===== src/rtl/rc4_keystream_packer_pkg.sv =====
// Shared types and widths for the RC4 keystream packer.
package rc4_keystream_packer_pkg;

  localparam int unsigned NIBBLE_W = 4;
  localparam int unsigned WORD_W   = 64;
  localparam int unsigned ADDR_W   = 4;

  typedef enum logic [1:0] {
    StIdle  = 2'd0,
    StIssue = 2'd1,
    StDrain = 2'd2,
    StHold  = 2'd3
  } state_e;

endpackage


===== src/rtl/rc4_keystream_packer_if.sv =====
// RC4 read port plus packed-word valid/ready handshake.
// RC4_PACKER_XOR_EN adds the plaintext input carried with the start pulse.
interface rc4_keystream_packer_if;
  import rc4_keystream_packer_pkg::*;

  logic [ADDR_W-1:0]   rd_addr;
  logic                rd_en;
  logic [NIBBLE_W-1:0] rd_data;
  logic [WORD_W-1:0]   word;
  logic                word_valid;
  logic                word_ready;
`ifdef RC4_PACKER_XOR_EN
  logic [WORD_W-1:0]   plain;

  modport master (
    output rd_addr, rd_en, word, word_valid,
    input  rd_data, word_ready, plain
  );
  modport slave (
    input  rd_addr, rd_en, word, word_valid,
    output rd_data, word_ready, plain
  );
`else
  modport master (
    output rd_addr, rd_en, word, word_valid,
    input  rd_data, word_ready
  );
  modport slave (
    input  rd_addr, rd_en, word, word_valid,
    output rd_data, word_ready
  );
`endif

endinterface


===== src/rtl/rc4_keystream_packer_rd_lat_pipe.sv =====
// Depth-deep {valid, addr} delay line matching the RC4 read latency.
module rc4_rd_lat_pipe #(
  parameter int unsigned Depth = 1,
  parameter int unsigned AddrW = 4
) (
  input  logic             clk_i,
  input  logic             rst_ni,
  input  logic             valid_i,
  input  logic [AddrW-1:0] addr_i,
  output logic             valid_o,
  output logic [AddrW-1:0] addr_o
);

  if (Depth == 0) begin : g_bypass
    assign valid_o = valid_i;
    assign addr_o  = addr_i;
  end else begin : g_pipe
    logic [Depth-1:0] valid_q, valid_d;
    logic [AddrW-1:0] addr_q [Depth];
    logic [AddrW-1:0] addr_d [Depth];

    always_comb begin
      valid_d[0] = valid_i;
      addr_d[0]  = addr_i;
      for (int i = 1; i < Depth; i++) begin
        valid_d[i] = valid_q[i-1];
        addr_d[i]  = addr_q[i-1];
      end
    end

    always_ff @(posedge clk_i or negedge rst_ni) begin
      if (!rst_ni) begin
        valid_q <= '0;
        for (int i = 0; i < Depth; i++) addr_q[i] <= '0;
      end else begin
        valid_q <= valid_d;
        for (int i = 0; i < Depth; i++) addr_q[i] <= addr_d[i];
      end
    end

    assign valid_o = valid_q[Depth-1];
    assign addr_o  = addr_q[Depth-1];
  end

endmodule


===== src/rtl/rc4_keystream_packer.sv =====
// Walks the RC4 result memory, packs 16 nibbles into a 64-bit word, offers it on valid/ready.
// Optional RC4_PACKER_XOR_EN: XOR the word with plaintext latched at start.
module rc4_keystream_packer
  import rc4_keystream_packer_pkg::*;
#(
  parameter int unsigned NIBBLES = 16,
  parameter int unsigned RD_LAT  = 1
) (
  input  logic                          clk,
  input  logic                          reset,
  input  logic                          start,
  output logic                          busy,
  rc4_keystream_packer_if.master        bus
);

  localparam logic [ADDR_W-1:0] LastAddr = ADDR_W'(NIBBLES - 1);

  state_e            state_q, state_d;
  logic [ADDR_W-1:0] cnt_q, cnt_d;
  logic [WORD_W-1:0] word_q, word_d;
  logic [WORD_W-1:0] word_cap;
  logic              cap_valid;
  logic [ADDR_W-1:0] cap_addr;
  logic              capturing;

  rc4_rd_lat_pipe #(
    .Depth (RD_LAT),
    .AddrW (ADDR_W)
  ) u_lat_pipe (
    .clk_i   (clk),
    .rst_ni  (reset),
    .valid_i (bus.rd_en),
    .addr_i  (cnt_q),
    .valid_o (cap_valid),
    .addr_o  (cap_addr)
  );

`ifdef RC4_PACKER_XOR_EN
  logic [WORD_W-1:0] plain_q, plain_d;

  always_comb begin
    plain_d = plain_q;
    if (state_q == StIdle && start) plain_d = bus.plain;
  end

  always_ff @(posedge clk or negedge reset) begin
    if (!reset) plain_q <= '0;
    else        plain_q <= plain_d;
  end
`endif

  assign capturing = cap_valid && (state_q == StIssue || state_q == StDrain);

  always_comb begin
    word_cap = word_q;
    if (capturing) word_cap[NIBBLE_W*cap_addr +: NIBBLE_W] = bus.rd_data;
  end

  always_comb begin
    state_d = state_q;
    cnt_d   = cnt_q;
    word_d  = word_q;
    unique case (state_q)
      StIdle: begin
        if (start) begin
          state_d = StIssue;
          cnt_d   = '0;
          word_d  = '0;
        end
      end
      StIssue: begin
        word_d = word_cap;
        if (cnt_q == LastAddr) state_d = (RD_LAT > 0) ? StDrain : StHold;
        else                   cnt_d   = cnt_q + 1'b1;
      end
      StDrain: begin
        word_d = word_cap;
        if (capturing && cap_addr == LastAddr) state_d = StHold;
      end
      StHold: begin
        if (bus.word_ready) state_d = StIdle;
      end
    endcase
`ifdef RC4_PACKER_XOR_EN
    // Plaintext is folded in only once, as the completed word enters HOLD.
    if (state_d == StHold && state_q != StHold) word_d = word_cap ^ plain_q;
`endif
  end

  always_ff @(posedge clk or negedge reset) begin
    if (!reset) begin
      state_q <= StIdle;
      cnt_q   <= '0;
      word_q  <= '0;
    end else begin
      state_q <= state_d;
      cnt_q   <= cnt_d;
      word_q  <= word_d;
    end
  end

  assign bus.rd_addr    = cnt_q;
  assign bus.rd_en      = (state_q == StIssue);
  assign bus.word       = word_q;
  assign bus.word_valid = (state_q == StHold);
  assign busy           = (state_q != StIdle);

endmodule


===== src/flat_wrapper.sv =====
// flat-port wrapper written by rule: the top's interface ports become plain ports
module rc4_keystream_packer_flat import rc4_keystream_packer_pkg::*;
#(
  parameter int unsigned NIBBLES = 16,
  parameter int unsigned RD_LAT  = 1
)
  (clk, reset, start, busy, bus_rd_addr, bus_rd_en, bus_word, bus_word_valid, bus_rd_data, bus_word_ready);
  rc4_keystream_packer_if bus_i ();
  input  logic clk;
  input  logic reset;
  input  logic start;
  output logic busy;
  output wire logic [$bits(bus_i.rd_addr)-1:0] bus_rd_addr;
  output wire logic [$bits(bus_i.rd_en)-1:0] bus_rd_en;
  output wire logic [$bits(bus_i.word)-1:0] bus_word;
  output wire logic [$bits(bus_i.word_valid)-1:0] bus_word_valid;
  input wire logic [$bits(bus_i.rd_data)-1:0] bus_rd_data;
  input wire logic [$bits(bus_i.word_ready)-1:0] bus_word_ready;
  assign bus_rd_addr = bus_i.rd_addr;
  assign bus_rd_en = bus_i.rd_en;
  assign bus_word = bus_i.word;
  assign bus_word_valid = bus_i.word_valid;
  assign bus_i.rd_data = bus_rd_data;
  assign bus_i.word_ready = bus_word_ready;
  rc4_keystream_packer #(.NIBBLES(NIBBLES), .RD_LAT(RD_LAT)) u_core (.clk(clk), .reset(reset), .start(start), .busy(busy), .bus(bus_i));
endmodule

===== config.mk =====
export PLATFORM = sky130hd
export DESIGN_NAME = rc4_keystream_packer_flat
export DESIGN_NICKNAME = d
export VERILOG_FILES = /design/src/rtl/rc4_keystream_packer_pkg.sv /design/src/rtl/rc4_keystream_packer_if.sv /design/src/rtl/rc4_keystream_packer_rd_lat_pipe.sv /design/src/rtl/rc4_keystream_packer.sv /design/src/flat_wrapper.sv
export SDC_FILE = /design/constraint.sdc
export NUM_CORES = 1
export LEC_CHECK = 0
export BUFFER_PORTS_ARGS = -buffer_cell sky130_fd_sc_hd__buf_2
export CAP_MARGIN = 20
export CORE_ASPECT_RATIO = 0.75
export CORE_MARGIN = 5
export CORE_UTILIZATION = 41
export CTS_CLUSTER_SIZE = 28
export DETAILED_ROUTE_END_ITERATION = 10
export GPL_TIMING_DRIVEN = 0
export PLACE_DENSITY_LB_ADDON = 0.25
export SLEW_MARGIN = 20
export SYNTH_ARGS = -nofsm -noshare
export SYNTH_HDL_FRONTEND = slang
export SYNTH_SLANG_ARGS = --single-unit

===== constraint.sdc =====
create_clock -name clk -period 2.45 [get_ports clk]
set_input_delay 0.49 -clock clk [delete_from_list [all_inputs] [get_ports clk]]
set_output_delay 0.49 -clock clk [all_outputs]
set_load 0.05 [all_outputs]

==> results.yml, run 1 <==
power:
  powerDensity_mw_per_mm2: 577
  p_comb_share_pct: 4.0
  power_frac_seq_pct: 47.3
  leakagePower_nw: 2.11
  p_sw_share_pct: 21.6
  p_int_mw: 2.08
  p_switching_mw: 0.572
  ir_worst_vdd_v: 0.000518
  power_frac_clock_pct: 48.7
global_routing:
  grt_max_degree: 40
  grt-ovfl-total: 0
  grt_pass1_wl_mm: 16.8
  antenna_found_initial: 0
  track_usage_pct: 19.5
  grt_pass1_vias: 3089
cts:
  cts.clk_slew.worst_paths_ns: 0.06
  h-tree-depth: 3
  cts_num_sinks: 75
  cts_buffers: 9
  ctsHoldBuffers: 0
  clockRootBuffer: "clkbuf_16"
  worstSkewPairLatency_ns: 0.33
  cts_tree: "built"
  clk_path_buf_depth: 2
die:
  rows: 29
  initial_core_util_pct: 42.0
  dieArea_mm2: 0.0106
  core_mm2: 0.00845
  io_pins: 79
  dieWidth_um: 117
  fp.dieH_um: 90.6
yosys:
  yosys.area.top_type: "dfrtp_1"
  synth.avg_cell_area_um2: 11.2
  synth_xor_area_share_pct: 1.55
  synth_top_family_by_area: "compound AO/OA/AOI/OAI gates"
  async_flop_share_pct: 100
  ys_ff_latch: 75
  ys.flop_type: "dfrtp_1"
  synthMuxAreaShare_pct: 0.282
  synthAdderAreaFrac_pct: 3.17
  synth_fp_nets: 334
  yosysWarnings: 0
  synth_edf_count: 0
  yosysSeqAreaShare_pct: 52.9
  synthTopCellsByArea: "dfrtp_1, a32o_1, nand2_1"
  yosys.area.top_type_share_pct: 52.9
  synth_area_mm2: 0.00355
  synthDistinctLibCells: 54
  synthCells: 317
  yosys.area_share.simple_pct: 16.2
  synth_compound_area_share_pct: 22.6
placed_design:
  place_hpwl_mm: 7.45
  port_buffers: 75
  post-place-ws_ns: -0.492
  place_inst: 501
  place.gp.congestion: 0.888
final_layout:
  final.fill_count: 769
  drive_above_1_share_pct: 35.9
  nets: 427
  syn_to_final_growth_pct: 29.5
  final_util_pct: 54.4
  layout.cells.non_filler: 523
  n_antenna_cell: 0
detailed_routing:
  drt_wl_total_mm: 10.2
  drc: 0
  routedWlPerCell_um: 19.5
  drtPass1Iterations: 5
  ant_nets: 0
  drt_iter0_markers: 365
  viasPerCell: 5.88
  routed-via-count: 3075
sta:
  clock.fmax_mhz: 424
  whs_ns: 0.118
  setup_viol_count_final: 0
  post-route-worst-setup-slack_ns: 0.0908
  slew_headroom_pct: 56.5
  fin_crit_ns: 2.36
  fin_crit_sh_pct: 96.3
  tns_ns: 0
  worst_pin_slew_ns: 0.652
  maxSlewViolCount: 0
  skew_ns: 0.00806
  hold_viol: 0
job:
  max_cap_viol_count: 0
worst_setup_path:
  crit_fanout: 10
  critPathTopFamily: "simple AND/OR/NAND/NOR gates"
  cp-start-kind: "flip-flop"
  slowest_stage: "dfrtp_2"
  end_kind: "flip-flop"
  crit_chain: "clkbuf_8 > nor3_2 > ha_2 > buf_4 > nor3b_4 > nand2_4 > or3_4 > a32o_1"
  crit_path_max_incr_delay_ns: 0.43
  arrival_ns: 2.57
  critical_path_class: "reg2reg"
  required_ns: 2.67
  crit_buf_inv: 2
worst_hold_path:
  hold_path_class: "in2async"
run_status:
  status: "finished, final reports clean"
==> power by group through the flow <==
stage | registers (mW) | logic, mW | clock network (mW)
after floorplan | 1.31 | 0.0164 | 0
after global placement | 1.28 | 0.102 | 0
after detailed placement | 1.28 | 0.108 | 0
after CTS | 1.26 | 0.108 | 1.32
after global routing | 1.26 | 0.116 | 1.38
final | 1.26 | 0.106 | 1.29
==> final timing paths <==
kind                                                        from                                    end  slack (ns)  depth (start not counted)
max                        u_core.u_lat_pipe.addr_o[0]$_DFF_PN0_        u_core.bus.word[44]$_DFFE_PN0P_        0.09                          8
min                                                        reset          u_core.state_q[0]$_DFFE_PN0P_        0.12                          1
max reg2reg                u_core.u_lat_pipe.addr_o[0]$_DFF_PN0_        u_core.bus.word[44]$_DFFE_PN0P_        0.09                          8
min reg2reg                    u_core.bus.rd_addr[1]$_DFFE_PN0P_  u_core.u_lat_pipe.addr_o[1]$_DFF_PN0_        0.45                          0
max in group asynchronous                                  reset        u_core.bus.word[14]$_DFFE_PN0P_        1.76                          2
min in group clk               u_core.bus.rd_addr[1]$_DFFE_PN0P_  u_core.u_lat_pipe.addr_o[1]$_DFF_PN0_        0.45                          0
==> synthesized netlist by cell type (3+ instances only) <==
master     instances
dfrtp_1           75
nand2_1           31
a32o_1            25
nand3_1           20
o2bb2ai_1         13
inv_1             11
clkbuf_1          10
o21ai_0           10
ha_1               9
o211ai_1           9
o22ai_1            9
buf_2              8
nand4_1            8
nor3_1             7
nor2_1             6
and2_1             5
a21oi_1            4
a22o_1             4
nand2b_1           4
nor2b_1            4
a2111oi_0          3
o311ai_0           3
==> registers in the layout, indices dropped and copies added (netlist names) <==
name	cells
u_core.bus.word	64
u_core.bus.rd_addr	4
u_core.u_lat_pipe.addr_o	4
u_core.state_q	2
u_core.u_lat_pipe.valid_o	1
==> layout make-up <==
class,count,area (µm²),area share [%]
well taps,108,135,2.94
multi-input cells,213,1700,37.1
clock inverters,5,52.6,1.14
clock buffers,11,243,5.28
repair buffers,82,443,9.63
flip-flops and latches,75,1880,40.8
plain buffers,18,98.8,2.15
inverters,11,45.0,0.979
==> per-stage QoR <==
stage | cell area, µm² | total power [mW]
floorplan | 3550 | 1.33
global placement | 4060 | 1.38
detailed placement | 4080 | 1.39
CTS | 4460 | 2.68
global route | 4600 | 2.75
finish | 4600 | 2.65
==> routing by layer <==
layer  vias up  track usage [%]  share of wire [%]
met5         -                0                  0
met4         0             4.30                1.1
met3        12             6.20                7.6
met2       118             27.3                 43
met1      1525             29.4                 48
li1       1420                -                  -
==> logic make-up (layout without fill, tap and decap cells) <==
kind of cell	Yosys count	after routing
fa+ha+maj	9	9
flops	75	75
simple gates	104	104
xor+xnor	2	2
mux	1	1
buf+inv	29	127
compound gates	97	97
==> what timing repair did <==
| item | CTS | global route |
|---|---|---|
| setup buffers | 2 | 4 |
| pin swaps | 3 | 6 |
| resized for setup | 19 | 31 |
| gates cloned | 0 | 0 |
| setup endpoints to repair | 56 | 55 |
==> cell usage in the layout (no fill, tap or decap), drive strengths merged, types with 8 or more instances in the layout <==
cell type,n
nand3,20
nor3,8
nand2,33
nand4,8
clkbuf,24
a32o,25
o211ai,9
buf,87
o2bb2ai,13
o22ai,9
o21ai,11
ha,9
dfrtp,75
inv,10
Note: power is estimated with default switching activity, not from simulation.
==> run 2, diff against run 1 <==
--- a/config.mk
+++ b/config.mk
@@ -14,6 +14,7 @@
 export DETAILED_ROUTE_END_ITERATION = 10
 export GPL_TIMING_DRIVEN = 0
 export PLACE_DENSITY_LB_ADDON = 0.25
+export SETUP_SLACK_MARGIN = 0.5
 export SLEW_MARGIN = 20
 export SYNTH_ARGS = -nofsm -noshare
 export SYNTH_HDL_FRONTEND = slang
==> constraint.sdc (replaced) <==
create_clock -name clk -period 2.87 [get_ports clk]
set_input_delay 0.574 -clock clk [delete_from_list [all_inputs] [get_ports clk]]
set_output_delay 0.574 -clock clk [all_outputs]
set_load 0.05 [all_outputs]
==> run 2 against run 1 <==
Critical path depth down 1; count of clock-buffer cells in the layout unchanged; worst hold slack better by 0.067 ns; clock power down 12%; register-to-register slack better by 0.44 ns; critical path type unchanged; worst setup slack better by 0.44 ns; sequential share of layout area down 0.23 points; global-route usage down 0.74 points; clock skew down 0.0056 ns.
==> results.yml, run 2 (synthesized netlist as in run 1, its figures left out) <==
run_status:
  status: "finished, final reports clean"
sta:
  fin_crit_ns: 2.34
  whs_ns: 0.185
  slew_headroom_pct: 48.1
  hold_viol: 0
  maxSlewViolCount: 0
  fin_crit_sh_pct: 81.4
  rsz0062_at_grt: "true"
  post-route-worst-setup-slack_ns: 0.534
  setup_viol_count_final: 0
  tns_ns: 0
  clock.fmax_mhz: 428
  worst_pin_slew_ns: 0.778
  skew_ns: 0.00243
cts:
  h-tree-depth: 3
  cts_buffers: 9
  worstSkewPairLatency_ns: 0.33
  clk_path_buf_depth: 2
  cts_tree: "built"
  ctsHoldBuffers: 0
  cts_num_sinks: 75
  clockRootBuffer: "clkbuf_16"
  cts.clk_slew.worst_paths_ns: 0.06
die:
  dieArea_mm2: 0.0106
  io_pins: 79
  fp.dieH_um: 90.6
  dieWidth_um: 117
  initial_core_util_pct: 42.0
  core_mm2: 0.00845
  rows: 29
placed_design:
  port_buffers: 75
  dpl_cell_area_mm2: 0.00409
  place_inst: 501
  place_hpwl_mm: 7.28
  place.gp.congestion: 0.846
  post-place-ws_ns: 0.0696
power:
  p_total_mw: 2.30
  powerDensity_mw_per_mm2: 496
  p_comb_share_pct: 4.0
  power_frac_clock_pct: 49.4
  ir_worst_vdd_v: 0.000413
  power_frac_seq_pct: 46.6
  p_sw_share_pct: 21.6
  leakagePower_nw: 2.11
  p_switching_mw: 0.496
  p_int_mw: 1.80
worst_setup_path:
  arrival_ns: 2.55
  end_kind: "flip-flop"
  crit_fanout: 10
  crit_chain: "clkbuf_8 > nor3_2 > ha_1 > or3b_4 > a2111oi_4 > o21ai_2 > a32o_1"
  crit_path_max_incr_delay_ns: 0.49
  crit_buf_inv: 1
  critPathTopFamily: "compound AO/OA/AOI/OAI gates"
  cp-start-kind: "flip-flop"
  required_ns: 3.08
  critical_path_class: "reg2reg"
  slowest_stage: "or3b_4"
final_layout:
  final_cell_mix: "buf_2, dfrtp_1, nand2_1"
  final.fill_count: 775
  final_util_pct: 54.7
  drive_above_1_share_pct: 35.4
  largest_reg_flops: 64
  final_common_cell: "buf_2"
  n_antenna_cell: 0
  final_area_mm2: 0.00463
  syn_to_final_growth_pct: 30.3
  nets: 426
  layout.cells.non_filler: 521
  seqCellArea_mm2: 0.00188
  multi_input_area_mm2: 0.00172
global_routing:
  grt-ovfl-total: 0
  track_usage_pct: 18.8
  grt_pass1_vias: 3111
  antenna_found_initial: 0
  grt_pass1_wl_mm: 16.5
  grt_max_degree: 46
detailed_routing:
  drtPass1Iterations: 4
  routed-via-count: 3068
  drt_iter0_markers: 272
  ant_nets: 0
  viasPerCell: 5.89
  drc: 0
  drt_wl_total_mm: 10.1
  routedWlPerCell_um: 19.4
worst_hold_path:
  hold_path_class: "in2async"
job:
  max_cap_viol_count: 0
-- run 2: changes by cell type in the layout (fill, tap and decap cells not counted), sizes merged --
cell	delta
buf	+2
clkinv	-2
clkbuf	-3
clkinvlp	+1
-- run 2: final timing paths --
kind	endpoint	from	slack, ns	cells past startpoint
min	u_core.bus.word[26]$_DFFE_PN0P_	reset	0.18	1
min in group clk	u_core.u_lat_pipe.addr_o[1]$_DFF_PN0_	u_core.bus.rd_addr[1]$_DFFE_PN0P_	0.45	0
max	u_core.bus.word[35]$_DFFE_PN0P_	u_core.u_lat_pipe.addr_o[0]$_DFF_PN0_	0.53	7
max in group asynchronous	u_core.bus.word[39]$_DFFE_PN0P_	reset	2.13	2
max reg2reg	u_core.bus.word[35]$_DFFE_PN0P_	u_core.u_lat_pipe.addr_o[0]$_DFF_PN0_	0.53	7
min reg2reg	u_core.u_lat_pipe.addr_o[1]$_DFF_PN0_	u_core.bus.rd_addr[1]$_DFFE_PN0P_	0.45	0
-- run 2: final cells by class --
type                    instances  area share [%]
plain buffers                  18            2.22
clock buffers                  11            5.46
clock inverters                 4            1.08
inverters                      11            1.03
multi-input cells             213            37.1
flip-flops and latches         75            40.6
well taps                     108            2.92
repair buffers                 81            9.58
-- run 2: power by group through the flow --
stage	Clock [mW]	Combinational (mW)	Sequential [mW]
finish	1.13	0.0918	1.07
global route	1.19	0.0993	1.07
CTS	1.15	0.0936	1.07
detailed placement	0	0.0935	1.09
global placement	0	0.0873	1.09
floorplan	0	0.0140	1.12
-- run 2: worst reg2reg max path, delay by kind of cell, from the launching register on --
family / cells / cell delay (ns)
flip-flops: 1 / 0.42
AO/OA/AOI/OAI: 3 / 0.76
buffers and inverters: 1 / 0.17
adder cells (fa/ha/maj): 1 / 0.22
AND/OR/NAND/NOR: 2 / 0.66
-- run 2: metal layers --
metal  track usage, %  share of wire (%)  vias up
li1                 -                  -     1413
met1             26.8                 47     1545
met2             28.6                 46      107
met3             5.20                7.1        3
met4             4.01               0.41        0
met5                0                  0        -
-- run 2: repair_timing --
item                       4_1_cts  5_1_grt
setup buffers                    5        0
resized for setup               33       22
pin swaps                        8        5
setup endpoints to repair       51       58
